File: config.mk
export PLATFORM = sky130hd
export DESIGN_NAME = uart_tx_fifo
export DESIGN_NICKNAME = d
export VERILOG_FILES = /design/src/rtl/uart_tx_fifo.sv
export SDC_FILE = /design/constraint.sdc
export NUM_CORES = 1
export LEC_CHECK = 0
export BUFFER_PORTS_ARGS = -buffer_cell sky130_fd_sc_hd__buf_2
export CORE_ASPECT_RATIO = 0.9
export CORE_UTILIZATION = 55
export CTS_BUF_LIST = sky130_fd_sc_hd__clkbuf_8 sky130_fd_sc_hd__clkbuf_16
export DETAILED_ROUTE_END_ITERATION = 12
export GPL_TIMING_DRIVEN = 0
export PLACE_DENSITY = 0.83
export SYNTH_ARGS = -nofsm -noshare
export SYNTH_HDL_FRONTEND = slang
export SYNTH_SLANG_ARGS = --single-unit
File: constraint.sdc
create_clock -name clk -period 4.1 [get_ports clk]
set_clock_uncertainty 0.15 [all_clocks]
set_input_delay 0.205 -clock clk [delete_from_list [all_inputs] [get_ports clk]]
set_output_delay 0.205 -clock clk [all_outputs]
set_load 0.02 [all_outputs]
File: src/rtl/uart_tx_fifo.sv
// uart_tx_fifo: UART transmitter with an internal transmit FIFO.
// Frames are sent back-to-back from the FIFO. The frame format (5-8 data
// bits, none/even/odd parity, 1 or 2 stop bits) and the bit divisor are
// sampled at the moment each byte is popped.
//
// Ports:
//   clk            system clock
//   reset          asynchronous active-low reset
//   tx_en          allows new frames to start (a running frame always completes)
//   clk_count_bit  clocks per bit (0 is treated as 1)
//   data_bits      0=5, 1=6, 2=7, 3=8 data bits
//   parity_mode    0/3=none, 1=even, 2=odd
//   stop2          1 = two stop bits
//   wr_en/wr_data  FIFO push request and byte
//   full/empty     FIFO status
//   level          FIFO occupancy, 0..FIFO_DEPTH
//   overflow       one-cycle pulse after a push was dropped because the FIFO was full
//   busy_flag      high whenever the transmitter is not idle
//   tx             registered serial output, idle high
module uart_tx_fifo #(
  parameter int FIFO_DEPTH = 4,
  parameter int DATA_W     = 8
) (
  input  logic                          clk,
  input  logic                          reset,
  input  logic                          tx_en,
  input  logic [31:0]                   clk_count_bit,
  input  logic [1:0]                    data_bits,
  input  logic [1:0]                    parity_mode,
  input  logic                          stop2,
  input  logic                          wr_en,
  input  logic [DATA_W-1:0]             wr_data,
  output logic                          full,
  output logic                          empty,
  output logic [$clog2(FIFO_DEPTH):0]   level,
  output logic                          overflow,
  output logic                          busy_flag,
  output logic                          tx
);

  localparam int PW = $clog2(FIFO_DEPTH);
  localparam int LW = PW + 1;

  typedef enum logic [2:0] {
    ST_IDLE,
    ST_START,
    ST_DATA,
    ST_PARITY,
    ST_STOP
  } state_t;

  // FIFO storage and pointers
  logic [DATA_W-1:0] r_mem [FIFO_DEPTH];
  logic [PW-1:0]     r_wptr;
  logic [PW-1:0]     r_rptr;
  logic [LW-1:0]     r_level;
  logic              r_ovf;

  // Transmit FSM
  state_t            r_state;
  logic              r_tx;
  logic [31:0]       r_cnt;
  logic [2:0]        r_idx;
  logic              r_stop_sec;

  // Per-frame shadow registers, loaded on every pop
  logic [7:0]        r_byte;
  logic [2:0]        r_last;
  logic              r_par_en;
  logic              r_par;
  logic              r_stop2;
  logic [31:0]       r_div;

  logic              w_full;
  logic              w_empty;
  logic              w_push;
  logic              w_pop;
  logic              w_bit_end;
  logic              w_stop_done;
  logic [7:0]        w_head;
  logic [7:0]        w_mask;
  logic [7:0]        w_head_m;

  assign w_full    = (r_level == LW'(FIFO_DEPTH));
  assign w_empty   = (r_level == '0);
  // Full is judged before the edge, so a same-cycle pop never makes room.
  assign w_push    = wr_en && !w_full;

  assign w_bit_end   = (r_cnt == (r_div - 32'd1));
  assign w_stop_done = (r_state == ST_STOP) && w_bit_end && (!r_stop2 || r_stop_sec);
  // A pop happens either from idle or at the last cycle of the stop period,
  // the latter giving zero-gap back-to-back frames.
  assign w_pop     = tx_en && !w_empty && ((r_state == ST_IDLE) || w_stop_done);

  assign w_head    = r_mem[r_rptr][7:0];
  assign w_mask    = 8'hFF >> (3'd3 - {1'b0, data_bits});
  assign w_head_m  = w_head & w_mask;

  // FIFO write port; contents need no reset because pointers define validity.
  always_ff @(posedge clk) begin
    if (w_push) begin
      r_mem[r_wptr] <= wr_data;
    end
  end

  always_ff @(posedge clk or negedge reset) begin
    if (!reset) begin
      r_wptr  <= '0;
      r_rptr  <= '0;
      r_level <= '0;
      r_ovf   <= 1'b0;
    end else begin
      r_ovf <= wr_en && w_full;
      if (w_push) begin
        r_wptr <= r_wptr + PW'(1);
      end
      if (w_pop) begin
        r_rptr <= r_rptr + PW'(1);
      end
      case ({w_push, w_pop})
        2'b10:   r_level <= r_level + LW'(1);
        2'b01:   r_level <= r_level - LW'(1);
        default: r_level <= r_level;
      endcase
    end
  end

  // Frame latch: byte is stored pre-masked and parity is precomputed so the
  // FSM never looks at the live configuration inputs mid-frame.
  always_ff @(posedge clk or negedge reset) begin
    if (!reset) begin
      r_byte   <= '0;
      r_last   <= '0;
      r_par_en <= 1'b0;
      r_par    <= 1'b0;
      r_stop2  <= 1'b0;
      r_div    <= 32'd1;
    end else if (w_pop) begin
      r_byte   <= w_head_m;
      r_last   <= 3'd4 + {1'b0, data_bits};
      r_par_en <= (parity_mode == 2'd1) || (parity_mode == 2'd2);
      r_par    <= (^w_head_m) ^ (parity_mode == 2'd2);
      r_stop2  <= stop2;
      r_div    <= (clk_count_bit == '0) ? 32'd1 : clk_count_bit;
    end
  end

  always_ff @(posedge clk or negedge reset) begin
    if (!reset) begin
      r_state    <= ST_IDLE;
      r_tx       <= 1'b1;
      r_cnt      <= '0;
      r_idx      <= '0;
      r_stop_sec <= 1'b0;
    end else begin
      case (r_state)
        ST_IDLE: begin
          r_tx <= 1'b1;
          if (w_pop) begin
            r_state <= ST_START;
            r_tx    <= 1'b0;
            r_cnt   <= '0;
          end
        end

        ST_START: begin
          if (w_bit_end) begin
            r_cnt   <= '0;
            r_idx   <= '0;
            r_tx    <= r_byte[0];
            r_state <= ST_DATA;
          end else begin
            r_cnt <= r_cnt + 32'd1;
          end
        end

        ST_DATA: begin
          if (w_bit_end) begin
            r_cnt <= '0;
            if (r_idx == r_last) begin
              if (r_par_en) begin
                r_tx    <= r_par;
                r_state <= ST_PARITY;
              end else begin
                r_tx       <= 1'b1;
                r_stop_sec <= 1'b0;
                r_state    <= ST_STOP;
              end
            end else begin
              r_idx <= r_idx + 3'd1;
              r_tx  <= r_byte[r_idx + 3'd1];
            end
          end else begin
            r_cnt <= r_cnt + 32'd1;
          end
        end

        ST_PARITY: begin
          if (w_bit_end) begin
            r_cnt      <= '0;
            r_tx       <= 1'b1;
            r_stop_sec <= 1'b0;
            r_state    <= ST_STOP;
          end else begin
            r_cnt <= r_cnt + 32'd1;
          end
        end

        ST_STOP: begin
          if (w_bit_end) begin
            r_cnt <= '0;
            if (r_stop2 && !r_stop_sec) begin
              r_stop_sec <= 1'b1;
            end else if (w_pop) begin
              r_tx    <= 1'b0;
              r_state <= ST_START;
            end else begin
              r_tx    <= 1'b1;
              r_state <= ST_IDLE;
            end
          end else begin
            r_cnt <= r_cnt + 32'd1;
          end
        end

        default: begin
          r_tx    <= 1'b1;
          r_state <= ST_IDLE;
        end
      endcase
    end
  end

  assign full      = w_full;
  assign empty     = w_empty;
  assign level     = r_level;
  assign overflow  = r_ovf;
  assign busy_flag = (r_state != ST_IDLE);
  assign tx        = r_tx;

endmodule
# Word level (Yosys, flattened, before mapping)
# Memory sizes are Yosys's and may differ from the RTL's.
# Cells that the tools add are included.
[word_totals]
regBits = 94
ram_bits = 32
inputBits = 49
out_inout_bits = 8
elab_cells = 118
memories = 1
[op_classes]
add_sub_neg = 9
n_lt_le_gt_ge = 1
n_eq_ne = 21
shift = 1
n_mux = 39
bitwise_logic = 2
reduce_logical = 29
[memory_table]
columns = ["name", "words", "width", "read_ports", "rd_clocked_by_memory_dff", "write_ports", "line_no", "text"]
rows = [
  ["r_mem", 4, 8, 1, 0, 1, "53", "logic [DATA_W-1:0] r_mem [FIFO_DEPTH];"],
]
[ops]
columns = ["operator", "n"]
rows = [
  ["32-bit 2-to-1 mux", 3],
  ["32-bit one-hot mux with 2 select lines", 1],
  ["3-bit 2-to-1 mux", 11],
  ["32-bit by 1-bit adder with 32-bit output (second input constant)", 1],
  ["32-bit equality test", 1],
  ["32-bit zero test", 1],
  ["32-bit by 1-bit subtractor with 32-bit output (second input constant)", 1],
  ["1-bit 2-to-1 mux", 18],
  ["2-bit != test (second input constant)", 9],
  ["3-bit one-hot mux with 5 select lines", 1],
  ["7-bit AND reduction", 2],
  ["3-bit one-hot mux with 2 select lines", 2],
  ["8-bit AND", 1],
  ["8-bit XOR reduction", 1],
  ["8-bit by 3-bit >> shifter with 8-bit output (first input constant)", 1],
  ["1-bit logical AND", 7],
  ["3-bit by 1-bit adder with 3-bit output (second input constant)", 2],
  ["3-bit by 2-bit equality test with 1-bit output (second input constant)", 2],
  ["3-bit equality test (second input constant)", 2],
  ["3-bit zero test", 2],
  ["2-bit nonzero test", 3],
  ["3-bit nonzero test", 2],
  ["1-bit one-hot mux with 5 select lines", 1],
  ["5-bit AND reduction", 1],
  ["other kinds (18)", 26],
]

# Depth between registers and ports, before layout
# Gate-level depths: netlist (run 1).
[logic_depth]
depth_word = 10
ltp_mapped = 19
mapped_depth_nobuf = 17

# Worst setup path after synthesis (run 1)
# Ideal clock, no wire load.
[synth_timing]
path_type = "flip-flop to flip-flop"
from = "reg r_div[7]"
to = "reg r_level[2] (netlist: level[2])"
setup_ps = 80
arrival_ps = 3972
slack_ps = -102
path_stages_with_launch = 18
n_path_buf = 2
cell_sequence = "dfrtp_1 -> nor4_4 -> nand4_4 -> xnor2_1 -> or3_1 -> nor4_2 -> nand4_1 -> o41ai_2 -> nand3_1 -> buf_6 -> buf_6 -> inv_1 -> ha_1 -> inv_1 -> fa_1 -> xor2_1 -> nor2_1 -> xor2_1"
[synth_via]
elab_chain_len = 8
word_cells_on_any_way = 10
[synth_rtl]
columns = ["item", "line_no", "text"]
rows = [
  ["start: declaration", "72", "logic [31:0] r_div;"],
  ["start signal: assignment", "144", "r_div <= (clk_count_bit == '0) ? 32'd1 : clk_count_bit;"],
  ["32-bit by 1-bit subtractor with 32-bit output (*)", "89", "assign w_bit_end = (r_cnt == (r_div - 32'd1));"],
  ["32-bit equality test (*)", "89", ""],
  ["1-bit logical AND (*) (2 in a row)", "90", "assign w_stop_done = (r_state == ST_STOP) && w_bit_end && (!r_stop2 || r_stop_sec);"],
  ["1-bit logical OR (*)", "93", "assign w_pop = tx_en && !w_empty && ((r_state == ST_IDLE) || w_stop_done);"],
  ["1-bit logical AND (*)", "93", ""],
  ["via w_pop", "77", "logic w_pop;"],
  ["2-bit by 1-bit equality test with 1-bit output or 2-bit equality test (tied branches)", "120", "case ({w_push, w_pop})"],
  ["3-bit one-hot mux with 2 select lines or 2-bit nonzero test (tied branches)", "-", ""],
  ["end signal: assignment", "121", "2'b10: r_level <= r_level + LW'(1);"],
  ["end signal: assignment", "122", "2'b01: r_level <= r_level - LW'(1);"],
  ["end signal: assignment", "123", "default: r_level <= r_level;"],
  ["end: declaration", "56", "logic [LW-1:0] r_level;"],
]
# The timed path passes the listed nets; every way through them passes the cells marked *.
# A chain may end at the register's enable or synchronous reset.

# Final worst setup path (run 1)
[layout_timing]
from = "reg r_div[3]"
to = "reg r_level[2] (netlist: level[2])"
# The elaborated chain is that of the path after synthesis.

==> impl_results.md, run 1 <==
- Drc violations: 0
- Most common cell after layout, fill and taps aside: dfrtp_1
- Initial antenna violation count: 0
- Die H: 110 um
- Pin count of the biggest net entering global routing: 70
- Crit path largest cell delay: 0.37 ns
- Register area share after synthesis: 46.2%
- Grt met3 use: 6.84%
- DIE AREA: 13500 um2
- Critical Path End Type: flop
- Htree depth: 4
- Clock Latency Late Sink: 0.43 ns
- CTS tree: yes
- Total gr overflow: 0
- Post-synth ARST share: 74.6%
- Worst vdd ir: 0.576 mV
- Crit path max-delay family: simple AND/OR/NAND/NOR gates
- Routability Congestion: 0.902
- Reg2Reg Setup Slack: -0.07 ns
- Number of diodes: 0
- Iteration-0 DRC count of the detailed router: 766
- Sink Count: 126
- Final hold vios: 0
- Final nets: 860
- Fraction of layout cells with a size suffix above 1: 26.4%
- Most frequent cells in the layout: 88 x dfrtp_1, 60 x buf_2, 52 x nand2_1
- Hold path cells: 4
- Routed vias: 6064
- GRT busiest layer: met2
- Fmax: 240 MHz
- First-pass GRT wire length: 30.7 mm
- Worst Setup Start Kind: flop
- Worst-margin pin slew: 0.764 ns
- Synth unique cells: 72
- Area Growth Syn to Fin: 25.9%
- Synthesized area: 7180 um2
- Outcome: finished, violations left
- Kind of critical path: flop to flop
- Hold-critical path endpoint: r_par_en$_DFFE_PN0P_
- RSZ-0062 raised after global routing: yes
- Via density: 6.20
- Clock Tree Buf Depth: 2
- Max_slew headroom: 49.1%
- Power, Total: 6.44 mW
- Worst flop-to-flop path startpoint: r_div[3]$_DFFE_PN0P_
- Post-synth top flop: dfrtp_1
- Die width: 122 um
- Power density over cell area: 713 nW/um2
- Final Critical Period: 4.17 ns
- CTS buffer count: 17
- Worst-path clk slew: 0.06 ns
- Yosys Warn Count: 0
- Gr usage total: 30.1%
- Antenna-violating nets left: 0
- Syn avg cell area: 10.8 um2
- Slowest CP cell: dfrtp_1
- P_leak: 3.68 nW
- Routed Wire Length: 18.9 mm
- Critical Path RT: 4.30 ns
- DP HPWL: 12.0 mm
- Met1 Track Usage GR: 36.6%
- Global Route met2 Usage: 50.3%
- Cell count after synthesis: 665
- Hold_sp: parity_mode[0]
- WP data arrival: 4.37 ns
- Final setup viols: 1
- Initial core utilization: 56.6%
- Port bufs: 56
- Slew Viols, Final: 0
- Crit path cell chain: buf_6, nor4_4, nand4_4, xnor2_2, or3_1, nor4_2, nand4_1, o41ai_2, nand3_1, buf_6, inv_4, ha_4, inv_2, fa_2, xor2_1, nor2_1, xor2_1
- Post-Layout Inst Area: 9040 um2
- Core area: 12700 um2
- Row count: 39
- Syn Nets: 724
- 1st-pass router iterations: 6
- Max cap viols: 0
- Avg WL per Cell: 19.3 um
- Synth Register Bits: 126
- Reg2Reg Depth: 17
- Hold WC Path Type: input port to flop
- Clock root buffer: clkbuf_16
- Worst setup margin: -0.0666 ns
- R2R Path End: level[2]$_DFFE_PN0P_
- Failing checks: negative setup slack
- Post-synth EDFFs: 32
- Top Ports: 57
- Area after DPL: 7750 um2
- Worst Path Max Fanout: 8
- Buf/Inv on CP: 4
- Number of global-route vias before repair: 6105
- Fin crit share: 102%
==> sequential cells by signal (all words and copies together), names as in the netlist, 2 cells and up <==
signal,flops
r_state,3
r_byte,8
r_idx,3
r_rptr,2
r_last,3
r_cnt,32
r_mem,32
level,3
r_div,32
r_wptr,2
==> area by class of cell <==
class                           instances  area, um2
Clock inverter                         15        151
Inverter                               23       88.8
Timing Repair Buffer                  123        921
Fill cell                             852       3650
Buffer                                 22        111
Sequential cell                       126       3320
Clock buffer                           17        425
Multi-Input combinational cell        488       3810
Tap cell                              164        205
==> metrics by stage <==
step	TNS (ns)	std cells	setup WS [ns]	hold WS (ns)	utilization, %
global placement	-2.00	885	-0.694	0.264	60.8
global route	-0.658	978	-0.243	0.0877	71.2
CTS	-0.0734	973	-0.0734	0.0693	70.5
finish	-0.0666	978	-0.0666	0.0877	71.2
detailed placement	-2.78	886	-0.767	-0.00507	61.1
floorplan	0	665	0.0100	-0.241	-
==> logic make-up after synthesis <==
logic type      count (synthesis)  synth area share, %
mux                            62                 11.6
compound gates                106                 10.0
fa+ha+maj                      10                 1.85
xor+xnor                       64                 7.81
buf+inv                        51                 3.14
simple gates                  246                 19.4
flops                         126                 46.2
==> worst max-delay path by stage <==
stage | slack (ns) | cells after the start | startpoint | end
global route | -0.24 | 17 | r_div[3]$_DFFE_PN0P_ | level[2]$_DFFE_PN0P_
CTS | -0.07 | 19 | r_div[0]$_DFFE_PN1P_ | level[2]$_DFFE_PN0P_
finish | -0.07 | 17 | r_div[3]$_DFFE_PN0P_ | level[2]$_DFFE_PN0P_
global placement | -0.69 | 17 | r_div[8]$_DFFE_PN0P_ | level[2]$_DFFE_PN0P_
floorplan | 0.01 | 18 | r_div[1]$_DFFE_PN0P_ | level[2]$_DFFE_PN0P_
detailed placement | -0.77 | 17 | r_div[8]$_DFFE_PN0P_ | level[2]$_DFFE_PN0P_
==> synth_stat cells (18+ instances only) <==
library cell	count	area (um2)
nand2_1	52	195
o21ai_0	38	190
nor2_1	39	146
edfxtp_1	32	961
nor3_1	18	90.1
nor4_1	20	125
nand3_1	31	155
inv_1	23	86.3
dfrtp_1	92	2300
mux2_2	32	360
xnor2_1	48	420
==> layer usage <==
layer / wire length (um) / vias up
li1: - / 2744
met1: 7630 / 2958
met2: 9310 / 286
met3: 1150 / 76
met4: 823 / 0
met5: 0 / -
==> worst reg2reg max path, cell delays in order (launching register included) <==
cell and delay, ns:
dfrtp_1 0.37, buf_6 0.14, nor4_4 0.34, nand4_4 0.26, xnor2_2 0.22, or3_1 0.36
nor4_2 0.27, nand4_1 0.21, o41ai_2 0.37, nand3_1 0.22, buf_6 0.21, inv_4 0.05
ha_4 0.13, inv_2 0.03, fa_2 0.33, xor2_1 0.15, nor2_1 0.12, xor2_1 0.15
==> timing repair <==
item	4_1_cts	5_1_grt
cloned	0	0
endpoints found under the hold margin	163	0
setup endpoints to repair	16	20
hold buffers	46	0
buffers inserted	15	6
pin swaps	7	13
resized for setup	18	10
==> report_power, final <==
part           switching [mW]  leakage (nW)  internal [mW]
Sequential              0.547          1.47           1.73
Clock                   0.626         0.267          0.850
Combinational            1.39          1.94           1.30
Power figures use the tool's default switching activity.
==> run 2, diff against run 1 <==
- ABC_AREA: unset -> 1
==> run 2 against run 1 <==
- highest routed layer unchanged
- core utilization decreased by 2.0 points
- fmax grew 9.3%
- design area rose by 4.2%
- the flow now finishes without violations
- register-to-register slack improved by 0.35 ns
- worst hold slack got worse by 0.073 ns
- sequential share of layout area shrank 1.5 points
- worst setup slack improved by 0.35 ns
- sequential power is 43% lower
==> impl_results.md, run 2 <==
- Syn avg cell area: 7.47 um2
- Kind of critical path: flop to flop
- Drc violations: 0
- Power density over cell area: 304 nW/um2
- Max_slew headroom: 41.1%
- Total gr overflow: 0
- Clock Latency Late Sink: 0.44 ns
- Synth Register Bits: 126
- Critical Path RT: 4.26 ns
- Routed Wire Length: 22.3 mm
- Max cap viols: 0
- Routability Congestion: 0.962
- Worst setup margin: 0.288 ns
- Most frequent cells in the layout: 301 x nand2_1, 128 x nor2_1, 111 x inv_1
- Setup tns final: 0 ns
- Final hold vios: 0
- DP Worst Slack: 0.143 ns
- Final Critical Period: 3.81 ns
- Register area share after synthesis: 42.4%
- Die width: 128 um
- Power, Total: 2.86 mW
- Reg2Reg Depth: 25
- Gr usage total: 32.5%
- Post-synth top flop: dfrtp_1
- Clock root buffer: clkbuf_16
- Iteration-0 DRC count of the detailed router: 750
- Count leader, synth: nand2_1
- Worst-path clk slew: 0.06 ns
- Post-synth top area cell: dfrtp_1
- Finished Layout Cells: 1372
- Met3 WL: 1.79 mm
- Worst-margin pin slew: 0.880 ns
- Routed vias: 7528
- Slew Viols, Final: 0
- Die H: 115 um
- Syn Nets: 1107
- Post-synth EDFFs: 32
- Worst Setup Start Kind: flop
- Initial antenna violation count: 1
- RSZ-0062 raised after global routing: no
- CTS buffer count: 17
- Dpl cells: 1294
- Final core occ: 69.2%
- Antenna-violating nets left: 0
- Area Growth Syn to Fin: 20.4%
- Crit path largest cell delay: 0.56 ns
- Worst vdd ir: 0.275 mV
- Cell count after synthesis: 1048
- Worst Path Max Fanout: 19
- Clock Tree Buf Depth: 2
- Post-synth ARST share: 74.6%
- Port bufs: 56
- Final nets: 1228
- Hold path cells: 3
- Synth top area share: 29.4%
- Sink Count: 126
- Via density: 5.49
- Hold_sp: data_bits[1]
- Wl on met1: 9.96 mm
- Biggest regs: r_cnt (32), r_div (32), r_mem (32)
- Final setup viols: 0
- Slowest CP cell: dfstp_2
- Fin crit share: 93.0%
- P_leak: 4.61 nW
- 1st-pass router iterations: 5
- DP HPWL: 15.6 mm
- Fraction of layout cells with a size suffix above 1: 12.4%
- Fmax: 262 MHz
- Ranking of synthesized cells by area: dfrtp_1 29%, nand2_1 14%, edfxtp_1 12%, nor2_1 6.2%, inv_1 5.3%
- Worst Hold Slack: 0.0147 ns
- Top layer in use: met4
- Htree depth: 4
- Number of global-route vias before repair: 7190
- Yosys Warn Count: 0
- Top cell by count, worst path: nand2_1
- Critical Path End Type: flop
- Hold WC Path Type: input port to flop
- Avg WL per Cell: 16.3 um
- Top Ports: 57
- Synthesized area: 7820 um2
- Post-Layout Inst Area: 9420 um2
- Most common cell after layout, fill and taps aside: nand2_1
- First-pass GRT wire length: 36.3 mm
- CP startpoint: r_div[0]$_DFFE_PN1P_
- Outcome: finished, final reports clean
- Area after DPL: 8370 um2
- Row count: 40
- Pin count of the biggest net entering global routing: 51
- DIE AREA: 14700 um2
- WP data arrival: 3.98 ns
- Met2 Wirelength: 10.1 mm
- Worst flop-to-flop path startpoint: r_div[0]$_DFFE_PN1P_
- CTS tree: yes
- Synth top cells by count: 302 x nand2_1, 130 x nor2_1, 111 x inv_1
- Synth unique cells: 45
- Core area: 13600 um2
- Initial core utilization: 57.5%
## run 2: cell count changes in the layout (fill, tap and decap cells not counted), moves of 13 or more
cell     previous run  this run
inv_1              20       111
nand3_1            30        56
mux2_4             13         0
buf_4              21         2
o22ai_1             3        17
nand2_1            52       301
mux2_2             31         0
nor2_2              0        14
xor2_1             16        41
xnor2_1            47        22
and3_1             14         0
nor2_1             39       128
o21ai_0            37        70
## run 2: worst paths after layout
path	to	slack (ns)
setup / recovery	level[2]$_DFFE_PN0P_	0.29
hold / removal	r_last[1]$_DFFE_PN0P_	0.01
setup reg to reg	level[2]$_DFFE_PN0P_	0.29
hold reg to reg	r_byte[7]$_DFFE_PN0P_	0.34
max in group asynchronous	tx$_DFFE_PN1P_	2.95
min in group asynchronous	r_state[1]$_DFFE_PN0P_	0.17
## run 2: cell type report
cell class / count / area, um2
clock buffer: 17 / 425
timing repair buffer: 103 / 768
inverter: 122 / 459
fill: 1071 / 4190
tap: 189 / 236
clock inverter: 15 / 149
sequential: 126 / 3320
antenna: 1 / 2.50
buffer: 21 / 120
multi-input combinational: 778 / 3940
## run 2: where the power goes
| group | switching (mW) | total (mW) | internal, mW |
|---|---|---|---|
| Combinational | 0.0504 | 0.102 | 0.0519 |
| Clock | 0.667 | 1.47 | 0.808 |
| Sequential | 0.000154 | 1.29 | 1.29 |
## run 2: cell families after synthesis
| kind of cell | share of synthesized area, % |
|---|---|
| AOI/OAI and AO/OA | 8.84 |
| buffers and inverters | 7.55 |
| DFF | 42.4 |
| and+or+nand+nor | 32.2 |
| adders and majority gates | 1.70 |
| xor gates and xnor gates | 7.16 |
| muxes | 0.128 |
## run 2: metal layers
layer / GRT usage [%] / vias to the layer above
li1: - / 3635
met1: 44.4 / 3523
met2: 51.2 / 328
met3: 7.58 / 42
met4: 10.7 / 0
met5: 0 / -
## run 2: what timing repair did
item                                    4_1_cts  5_1_grt
endpoints found under the hold margin       112        0
hold buffers                                 45        0
endpoints found under the setup margin        0        2
setup buffers                                 0        1
gates resized for setup                       0        7
## run 2: critical path, delay by kind of cell (launching register included)
family,cells,cell delay (ns)
adder cells (fa/ha/maj),3,0.82
flip-flops,1,0.56
buffers and inverters,5,0.42
AO/OA/AOI/OAI,2,0.25
AND/OR/NAND/NOR,14,1.31
XOR/XNOR,1,0.15
